[src/rtl/mdio_peripheral.sv]
`default_nettype none
// ============================================================================
//  Module      : mdio_peripheral
//  Description : Clause-22 MDIO responder. Oversamples MDC/MDIO in the clk
//                domain, decodes frames addressed to phy_addr, issues
//                register-port write/read strobes and drives read data.
//                Optional feature macro: MDIO_BROADCAST_EN (PHYAD 0 also
//                matches for writes).
//  Revision    : 1.0 - initial release
// ============================================================================
module mdio_peripheral #(
  parameter int SYNC_STAGES = 2,
  parameter int TIMEOUT_CYC = 1024
) (
  input  logic        clk,
  input  logic        reset,
  input  logic        mdc,
  input  logic        mdio_in,
  output logic        mdio_out,
  output logic        mdio_oe,
  input  logic [4:0]  phy_addr,
  output logic [4:0]  reg_addr,
  output logic [15:0] reg_wdata,
  output logic        reg_wr,
  output logic        reg_rd,
  input  logic [15:0] reg_rdata,
  output logic        busy,
  output logic        frame_err
);

  localparam int              TO_W    = $clog2(TIMEOUT_CYC + 2);
  localparam logic [TO_W-1:0] TO_LAST = TO_W'(TIMEOUT_CYC - 1);
  localparam bit              TO_EN   = (TIMEOUT_CYC != 0);

  typedef enum logic [3:0] {
    S_IDLE, S_START, S_OPCODE, S_PHYAD, S_REGAD, S_TA, S_WDATA, S_RDATA, S_SKIP
  } state_t;

  state_t                 state_q, state_d;
  logic [SYNC_STAGES-1:0] mdc_sync_q, mdc_sync_d;
  logic [SYNC_STAGES-1:0] mdio_sync_q, mdio_sync_d;
  logic                   mdc_prev_q, mdc_prev_d;
  logic [4:0]             cnt_q, cnt_d;
  logic [15:0]            sh_q, sh_d;
  logic [15:0]            tx_q, tx_d;
  logic                   rd_op_q, rd_op_d;
  logic                   match_q, match_d;
  logic                   busy_q, busy_d;
  logic                   oe_q, oe_d;
  logic                   out_q, out_d;
  logic [4:0]             reg_addr_q, reg_addr_d;
  logic [15:0]            wdata_q, wdata_d;
  logic                   wr_q, wr_d;
  logic                   rd_q, rd_d;
  logic                   ferr_q, ferr_d;
  logic [TO_W-1:0]        to_q, to_d;

  logic        mdc_s, mdio_s, rise, fall;
  logic [15:0] sh_next;

  assign mdc_s   = mdc_sync_q[SYNC_STAGES-1];
  assign mdio_s  = mdio_sync_q[SYNC_STAGES-1];
  assign rise    = mdc_s & ~mdc_prev_q;
  assign fall    = ~mdc_s & mdc_prev_q;
  assign sh_next = {sh_q[14:0], mdio_s};

  // Frame decoder: advances on detected mdc rises, drives the pad on falls.
  always_comb begin
    state_d     = state_q;
    mdc_sync_d  = {mdc_sync_q[SYNC_STAGES-2:0], mdc};
    mdio_sync_d = {mdio_sync_q[SYNC_STAGES-2:0], mdio_in};
    mdc_prev_d  = mdc_s;
    cnt_d       = cnt_q;
    sh_d        = sh_q;
    tx_d        = tx_q;
    rd_op_d     = rd_op_q;
    match_d     = match_q;
    busy_d      = busy_q;
    oe_d        = oe_q;
    out_d       = out_q;
    reg_addr_d  = reg_addr_q;
    wdata_d     = wdata_q;
    wr_d        = 1'b0;
    rd_d        = 1'b0;
    ferr_d      = 1'b0;
    to_d        = '0;

    // Read data is presented one clk after the reg_rd strobe.
    if (rd_q) tx_d = reg_rdata;

    if (rise) begin
      case (state_q)
        S_IDLE: begin
          if (!mdio_s) state_d = S_START;
        end
        S_START: begin
          if (mdio_s) begin
            state_d = S_OPCODE;
            busy_d  = 1'b1;
            cnt_d   = 5'd0;
          end
        end
        S_OPCODE: begin
          sh_d  = sh_next;
          cnt_d = cnt_q + 5'd1;
          if (cnt_q == 5'd1) begin
            cnt_d = 5'd0;
            if (sh_next[1:0] == 2'b01) begin
              rd_op_d = 1'b0;
              state_d = S_PHYAD;
            end else if (sh_next[1:0] == 2'b10) begin
              rd_op_d = 1'b1;
              state_d = S_PHYAD;
            end else begin
              ferr_d  = 1'b1;
              state_d = S_SKIP;
            end
          end
        end
        S_PHYAD: begin
          sh_d  = sh_next;
          cnt_d = cnt_q + 5'd1;
          if (cnt_q == 5'd4) begin
            cnt_d   = 5'd0;
            state_d = S_REGAD;
            match_d = (sh_next[4:0] == phy_addr);
`ifdef MDIO_BROADCAST_EN
            // Broadcast address accepted for writes only; a read would collide.
            if (!rd_op_q && sh_next[4:0] == 5'd0) match_d = 1'b1;
`endif
          end
        end
        S_REGAD: begin
          sh_d  = sh_next;
          cnt_d = cnt_q + 5'd1;
          if (cnt_q == 5'd4) begin
            cnt_d      = 5'd0;
            state_d    = S_TA;
            reg_addr_d = sh_next[4:0];
            rd_d       = rd_op_q & match_q;
          end
        end
        S_TA: begin
          cnt_d = cnt_q + 5'd1;
          if (cnt_q == 5'd1) begin
            cnt_d   = 5'd0;
            state_d = rd_op_q ? S_RDATA : S_WDATA;
          end
        end
        S_WDATA: begin
          sh_d  = sh_next;
          cnt_d = cnt_q + 5'd1;
          if (cnt_q == 5'd15) begin
            cnt_d   = 5'd0;
            wdata_d = sh_next;
            wr_d    = match_q;
            busy_d  = 1'b0;
            state_d = S_IDLE;
          end
        end
        S_RDATA: begin
          // Count data rises; the frame closes on the fall after the 16th.
          if (cnt_q != 5'd16) cnt_d = cnt_q + 5'd1;
        end
        S_SKIP: begin
          cnt_d = cnt_q + 5'd1;
          if (cnt_q == 5'd27) begin
            cnt_d   = 5'd0;
            busy_d  = 1'b0;
            state_d = S_IDLE;
          end
        end
        default: state_d = S_IDLE;
      endcase
    end else if (fall) begin
      // Second turnaround bit: take the bus and drive 0.
      if (state_q == S_TA && cnt_q == 5'd1 && rd_op_q && match_q) begin
        oe_d  = 1'b1;
        out_d = 1'b0;
      end
      if (state_q == S_RDATA) begin
        if (cnt_q == 5'd16) begin
          oe_d    = 1'b0;
          out_d   = 1'b0;
          busy_d  = 1'b0;
          cnt_d   = 5'd0;
          state_d = S_IDLE;
        end else if (rd_op_q && match_q) begin
          oe_d  = 1'b1;
          out_d = tx_q[15];
          tx_d  = {tx_q[14:0], 1'b0};
        end
      end
    end

    // Stalled-mdc watchdog: abandon the frame without any strobe.
    if (state_q != S_IDLE && !rise) begin
      if (TO_EN && to_q == TO_LAST) begin
        state_d = S_IDLE;
        busy_d  = 1'b0;
        oe_d    = 1'b0;
        out_d   = 1'b0;
        cnt_d   = 5'd0;
      end else begin
        to_d = to_q + TO_W'(1);
      end
    end
  end

  // State and datapath registers with synchronous active-low reset.
  always_ff @(posedge clk) begin
    if (!reset) begin
      state_q     <= S_IDLE;
      mdc_sync_q  <= '0;
      mdio_sync_q <= '0;
      mdc_prev_q  <= 1'b0;
      cnt_q       <= '0;
      sh_q        <= '0;
      tx_q        <= '0;
      rd_op_q     <= 1'b0;
      match_q     <= 1'b0;
      busy_q      <= 1'b0;
      oe_q        <= 1'b0;
      out_q       <= 1'b0;
      reg_addr_q  <= '0;
      wdata_q     <= '0;
      wr_q        <= 1'b0;
      rd_q        <= 1'b0;
      ferr_q      <= 1'b0;
      to_q        <= '0;
    end else begin
      state_q     <= state_d;
      mdc_sync_q  <= mdc_sync_d;
      mdio_sync_q <= mdio_sync_d;
      mdc_prev_q  <= mdc_prev_d;
      cnt_q       <= cnt_d;
      sh_q        <= sh_d;
      tx_q        <= tx_d;
      rd_op_q     <= rd_op_d;
      match_q     <= match_d;
      busy_q      <= busy_d;
      oe_q        <= oe_d;
      out_q       <= out_d;
      reg_addr_q  <= reg_addr_d;
      wdata_q     <= wdata_d;
      wr_q        <= wr_d;
      rd_q        <= rd_d;
      ferr_q      <= ferr_d;
      to_q        <= to_d;
    end
  end

  assign mdio_out  = out_q;
  assign mdio_oe   = oe_q;
  assign reg_addr  = reg_addr_q;
  assign reg_wdata = wdata_q;
  assign reg_wr    = wr_q;
  assign reg_rd    = rd_q;
  assign busy      = busy_q;
  assign frame_err = ferr_q;

endmodule
`default_nettype wire

[config.mk]
export PLATFORM = sky130hd
export DESIGN_NAME = mdio_peripheral
export DESIGN_NICKNAME = d
export VERILOG_FILES = /design/src/rtl/mdio_peripheral.sv
export SDC_FILE = /design/constraint.sdc
export NUM_CORES = 1
export LEC_CHECK = 0
export BUFFER_PORTS_ARGS = -buffer_cell sky130_fd_sc_hd__buf_2
export CORE_MARGIN = 5
export CORE_UTILIZATION = 40
export DETAILED_ROUTE_END_ITERATION = 8
export GPL_TIMING_DRIVEN = 0
export SYNTH_ARGS = -nofsm -noshare
export SYNTH_HDL_FRONTEND = slang
export SYNTH_SLANG_ARGS = --single-unit
export TNS_END_PERCENT = 50
[constraint.sdc]
create_clock -name clk -period 3.1 [get_ports clk]
set_clock_uncertainty 0.2 [all_clocks]
set_input_delay 0.155 -clock clk [delete_from_list [all_inputs] [get_ports clk]]
set_output_delay 0.155 -clock clk [all_outputs]
set_load 0.01 [all_outputs]
Word level (Yosys, flattened, before mapping):

Cells that the tools add are included.

* bits in registers: 85
* input port bits: 25
* output and inout bits: 27
* word-level logic and storage cells: 135

* add/sub/neg operators: 2
* equality and inequality tests: 18
* multiplexer cells: 66
* bitwise logic cells: 10
* reduce and logical (&&, ||, !) cells: 21

Operator list (number)
* 16-bit two-way mux: 6
* 4-bit two-way mux: 16
* 5-bit two-way mux: 12
* 4-bit one-hot mux with 9 select lines: 1
* 5-bit one-hot mux with 6 select lines: 1
* 1-bit two-way mux: 29
* 4-bit by 3-bit == test with 1-bit output (second input constant): 4
* 4-bit AND reduction: 3
* 11-bit by 1-bit adder with 11-bit output (second input constant): 1
* 11-bit by 10-bit == test with 1-bit output (second input constant): 1
* 5-bit == test (second input constant): 2
* 3-bit AND reduction: 3
* 4-bit by 2-bit == test with 1-bit output (second input constant): 2
* 1-bit NOT: 7
* 5-bit by 1-bit adder with 5-bit output (second input constant): 1
* 5-bit by 1-bit == test with 1-bit output (second input constant): 1
* 5-bit by 3-bit == test with 1-bit output (second input constant): 1
* 5-bit by 4-bit == test with 1-bit output (second input constant): 1
* 5-bit == test: 1
* 1-bit logical AND: 5
* 5-bit inequality test (second input constant): 1
* 5-bit OR reduction: 1
* 4-bit by 1-bit == test with 1-bit output (second input constant): 1
* 4-bit == test (second input constant): 1
* other kinds (12): 15

Longest topological paths before layout:

* depth after elaboration: 12
* mapped depth: 8
* mapped depth without buffers: 8

Worst setup path after synthesis:

OpenSTA, ideal clock, no wires.

* kind: flip-flop to flip-flop
* start: register cnt_q[0]
* end: register cnt_q[4]
* setup time: 0.136 ns
* arrival: 1.639 ns
* required time: 2.764 ns
* slack: 1.126 ns
* cell stages (with the launch flop): 7
* path buffers: 0
* period minus slack after synthesis: 1.974 ns
* path through: dfxtp_1 -> ha_1 -> or4b_4 -> nand4_2 -> nand4_4 -> a211oi_2 -> a211oi_2

* longest elaborated chain between the ends: 7
* elaborated cells on any way between the ends: 19
* classes of those cells: add/sub: 1; eq/ne: 6; mux: 12

Ends and longest elaborated chain
* from (decl): line 43 `logic [4:0] cnt_q, cnt_d;`
* from (signal assigned): line 236 `cnt_q <= cnt_d;`
* branches (longest 4 deep; another with 5-bit by 1-bit adder with 5-bit output)
* 5-bit two-way mux (*): line 91 `if (rise) begin`
* 5-bit two-way mux: line 198 `if (TO_EN && to_q == TO_LAST) begin`
* 5-bit two-way mux (*): line 197 `if (state_q != S_IDLE && !rise) begin`

Mark *: on every way between the ends.
A chain may end at the register's enable or synchronous reset.

Final worst setup path:

* start: register cnt_q[0]
* end: register state_q[2]

* longest elaborated chain between the ends: 7
* elaborated cells on any way between the ends: 18
* classes of those cells: eq/ne: 5; mux: 13

Ends and longest elaborated chain
* branches (longest 4 deep; another with 4-bit one-hot mux with 9 select lines)
* 4-bit two-way mux (*): line 91
* 4-bit two-way mux: line 198
* 4-bit two-way mux (*): line 197
* to (signal assigned): line 232 `state_q <= state_d;`
* to (decl): line 39 `state_t state_q, state_d;`

Marked as above.

==> key figures <==
Floorplan
  • Die ar.: 0.01209 mm²
  • Die Wd: 110.0 µm
  • FP Rows: 36
  • Die Ht: 110.0 µm
  • Core outline area: 0.009774 mm²
  • I/O pin count: 52
  • Initial Utilization: 0.4090

Yosys
  • Netlist cell types: 61
  • Synth Net Count: 486
  • Post-synthesis sequential area ratio: 0.4257
  • Synth warnings: 0
  • Post-synth EDFFs: 0
  • Top FF cell, synth: dfxtp_1
  • Synth Register Bits: 85
  • Async S/R FF share, synth: 0
  • Mean Syn Cell Area: 8.844 µm²
  • Synth Instances: between 400 and 500
  • Syn Std Cell Area: 0.003998 mm²

Placement
  • GP Congestion: 0.9316
  • IO buf count: 50
  • HPWL after DPL: 6705 µm

Clock network
  • Htree depth: 3
  • CTS tree: yes
  • Clock root buffer: clkbuf_8
  • CTS clock-pin slew for the worst setup and hold paths: roughly 0.080 ns
  • Post-CTS setup buffer count: 0
  • CTS Buf Count: 9
  • Clock Sink Count: 85
  • Clk Latency, worst-skew pair: about 0.36 ns
  • Max Buffers Root-to-Sink: 2

Drt
  • Vias: 3384
  • Via density: 5.051
  • Initial DRC count: 201
  • Antenna Nets Post-Route: 0
  • WL per Instance: 13.86 µm
  • DRT Wirelength: 9284 µm
  • DR DRC count: 0
  • Initial DRT Pass Iterations: 5

Timing
  • Rel. slew slack: 0.6372
  • Fin. max-slew vios: 0
  • Slew @ Worst Pin: approximately 0.54 ns
  • Final Hold Viols: 0
  • Max Clk Rate: between 0.4 and 0.5 GHz
  • Fin Setup TNS: 0 ns
  • Clock period minus worst slack: roughly 2.3 ns
  • Final period util: 0.7503
  • Final setup violating endpoints: 0
  • Unrepaired setup endpoints after global routing: no

Cells and area
  • Nets: 566
  • Layout cell share with drive strength beyond 1: 0.1881
  • Area added between synthesis and finish: 20.66%
  • Final core utilization: 0.4935
  • Antenna cell count: 0

Worst setup path
  • Worst Path Required: roughly 3.2 ns
  • CP max FO: 8
  • Crit end category: register
  • Critical path's top delay family: simple AND/OR/NAND/NOR gates
  • Crit path DAT: 2.41 ns
  • R2R setup slack: 0.77 ns
  • CP cell instances: inv_1, ha_1, nand4bb_1, clkbuf_1, nor3_1, nor2_1, o21ai_0, a21oi_1
  • Setup CP Type: reg2reg
  • Slowest stage cell, crit path: dfxtp_1
  • Delay of the slowest critical-path stage: roughly 0.51 ns
  • Worst Path Buf+Inv: 2
  • Crit start category: register

Pwr
  • Peak VDD IR: 220.1 µV
  • Static Leak: 2.014 nW
  • Net Switching: 0.4917 mW
  • Cell Pwr Density: 437.7 mW/mm²
  • Clock power share: 0.411
  • Int Power: 1.620 mW
  • Sequential power share: 0.524
  • Net Sw Frac: 0.2329
  • Comb pwr share: 0.065

Global route
  • Pin count of the biggest net entering global routing: 16
  • First-pass GRT wire length: 15440 µm
  • Total track usage: 0.1610
  • Antenna violations before repair: 0
  • Vias in the first global route: between 3000 and 4000
  • Grt total ovfl: 0

Outcome
  • Status: finished, final reports clean

Hold path
  • Class of the worst hold path: in2reg

Job
  • MaxCap Viol Count: 0
## layout make-up
cell class	count	area, µm²
Tap cell	133	166.4
Inverter	15	56.30
Multi-Input combinational cell	325	2111
Fill cell	930	4951
Clock buffer	10	127.6
Clock inverter	6	91.34
Buffer	27	128.9
Sequential cell	85	1702
Timing Repair Buffer	69	440.4
## cell usage in the layout (no fill, tap or decap), types with 5 or more instances in the layout
cell type / Yosys / routed
clkbuf_8: 0 / 9
dfxtp_1: 85 / 85
xnor2_1: 6 / 6
xor2_1: 8 / 8
o21ai_1: 5 / 5
a21oi_1: 31 / 31
mux2i_1: 38 / 38
inv_1: 14 / 14
buf_2: 13 / 63
and2_1: 8 / 8
nand2_1: 50 / 50
ha_1: 9 / 9
nand3_1: 14 / 14
nor2_1: 57 / 57
a211oi_1: 17 / 17
o21ai_0: 7 / 7
clkbuf_1: 12 / 13
dlygate4sd3_1: 0 / 19
nor3_1: 11 / 11
## logic make-up (layout without fill, tap and decap cells)
group           Yosys count  count (layout)  share of synthesized area
simple gates            179             179                     0.2310
flops                    85              85                     0.4257
compound gates           84              84                     0.1402
buf+inv                  42             127                    0.04632
mux                      39              39                    0.09796
xor+xnor                 14              14                    0.03067
fa+ha+maj                 9               9                    0.02817
## per-layer routing
layer	global-route usage	routed length, µm	vias to the layer above
met3	0.03203	487	11
met4	0.05966	126	0
met2	0.2483	4031	83
met5	0	0	-
met1	0.2223	4638	1547
li1	-	-	1743
## synthesized netlist by cell type, drive strengths merged (6+ instances only)
cell type / n / area [µm²]
buf: 15 / 83.83
a211oi: 19 / 152.6
o21ai: 15 / 93.84
nand4: 6 / 58.80
inv: 15 / 56.30
xnor2: 6 / 52.55
nor2: 60 / 232.7
a21oi: 31 / 155.2
nor3: 12 / 65.06
ha: 9 / 112.6
nand2: 50 / 187.7
nand3: 15 / 80.08
dfxtp: 85 / 1702
mux2i: 38 / 380.4
xor2: 8 / 70.07
and2: 8 / 50.05
clkbuf: 12 / 45.04
## sequential cells by signal, indices dropped and copies added, names as in the netlist
signal,flops
rd_op_q,1
mdc_prev_q,1
tx_q,16
match_q,1
mdio_sync_q,2
mdio_out,1
mdio_oe,1
sh_q,15
reg_addr,5
mdc_sync_q,2
busy,1
frame_err,1
cnt_q,5
state_q,4
reg_rd,1
to_q,11
reg_wr,1
reg_wdata,16
## what timing repair did
item                                   4_1_cts  5_1_grt
hold buffers                                19        0
resized for setup                            0        0
endpoints found under the hold margin       19        0
## tightest hold or removal path, stage by stage
cell and delay, ns:
buf_2 0.09, xnor2_1 0.05, nand3_1 0.06, nor3_1 0.05, mux2i_1 0.12, nor2_1 0.05
## through the flow
stage | setup WS, ns | std cells | area [µm²] | power [mW] | hold slack [ns]
finish | 0.7742 | 670 | 4823 | 2.111 | 0.05923
detailed placement | 0.8251 | 635 | 4414 | 1.250 | 0.1741
global placement | 0.8452 | 635 | 4414 | 1.249 | 0.1651
floorplan | 1.126 | 452 | 3998 | 1.208 | 0.08229
CTS | 0.8166 | 670 | 4823 | 2.135 | 0.05031
global route | 0.5894 | 670 | 4823 | 2.205 | 0.1021
## power by group through the flow
stage	Sequential (mW)	Combinational (mW)	Clock, mW
after floorplan	1.13	0.0791	0
after global placement	1.13	0.119	0
after detailed placement	1.13	0.119	0
after CTS	1.11	0.138	0.891
after global routing	1.11	0.153	0.945
final	1.11	0.138	0.868
## worst paths after layout
check / end / depth (start not counted) / startpoint
worst min-delay path: match_q$_SDFFE_PN0P_ / 6 / phy_addr[3]
worst max register to register: state_q[2]$_SDFF_PN0_ / 8 / cnt_q[0]$_SDFF_PN0_
worst max-delay path: state_q[2]$_SDFF_PN0_ / 8 / cnt_q[0]$_SDFF_PN0_
worst min register to register: mdc_sync_q[1]$_SDFF_PN0_ / 1 / mdc_sync_q[0]$_SDFF_PN0_
No activity file was read; power rests on OpenSTA's default activity.
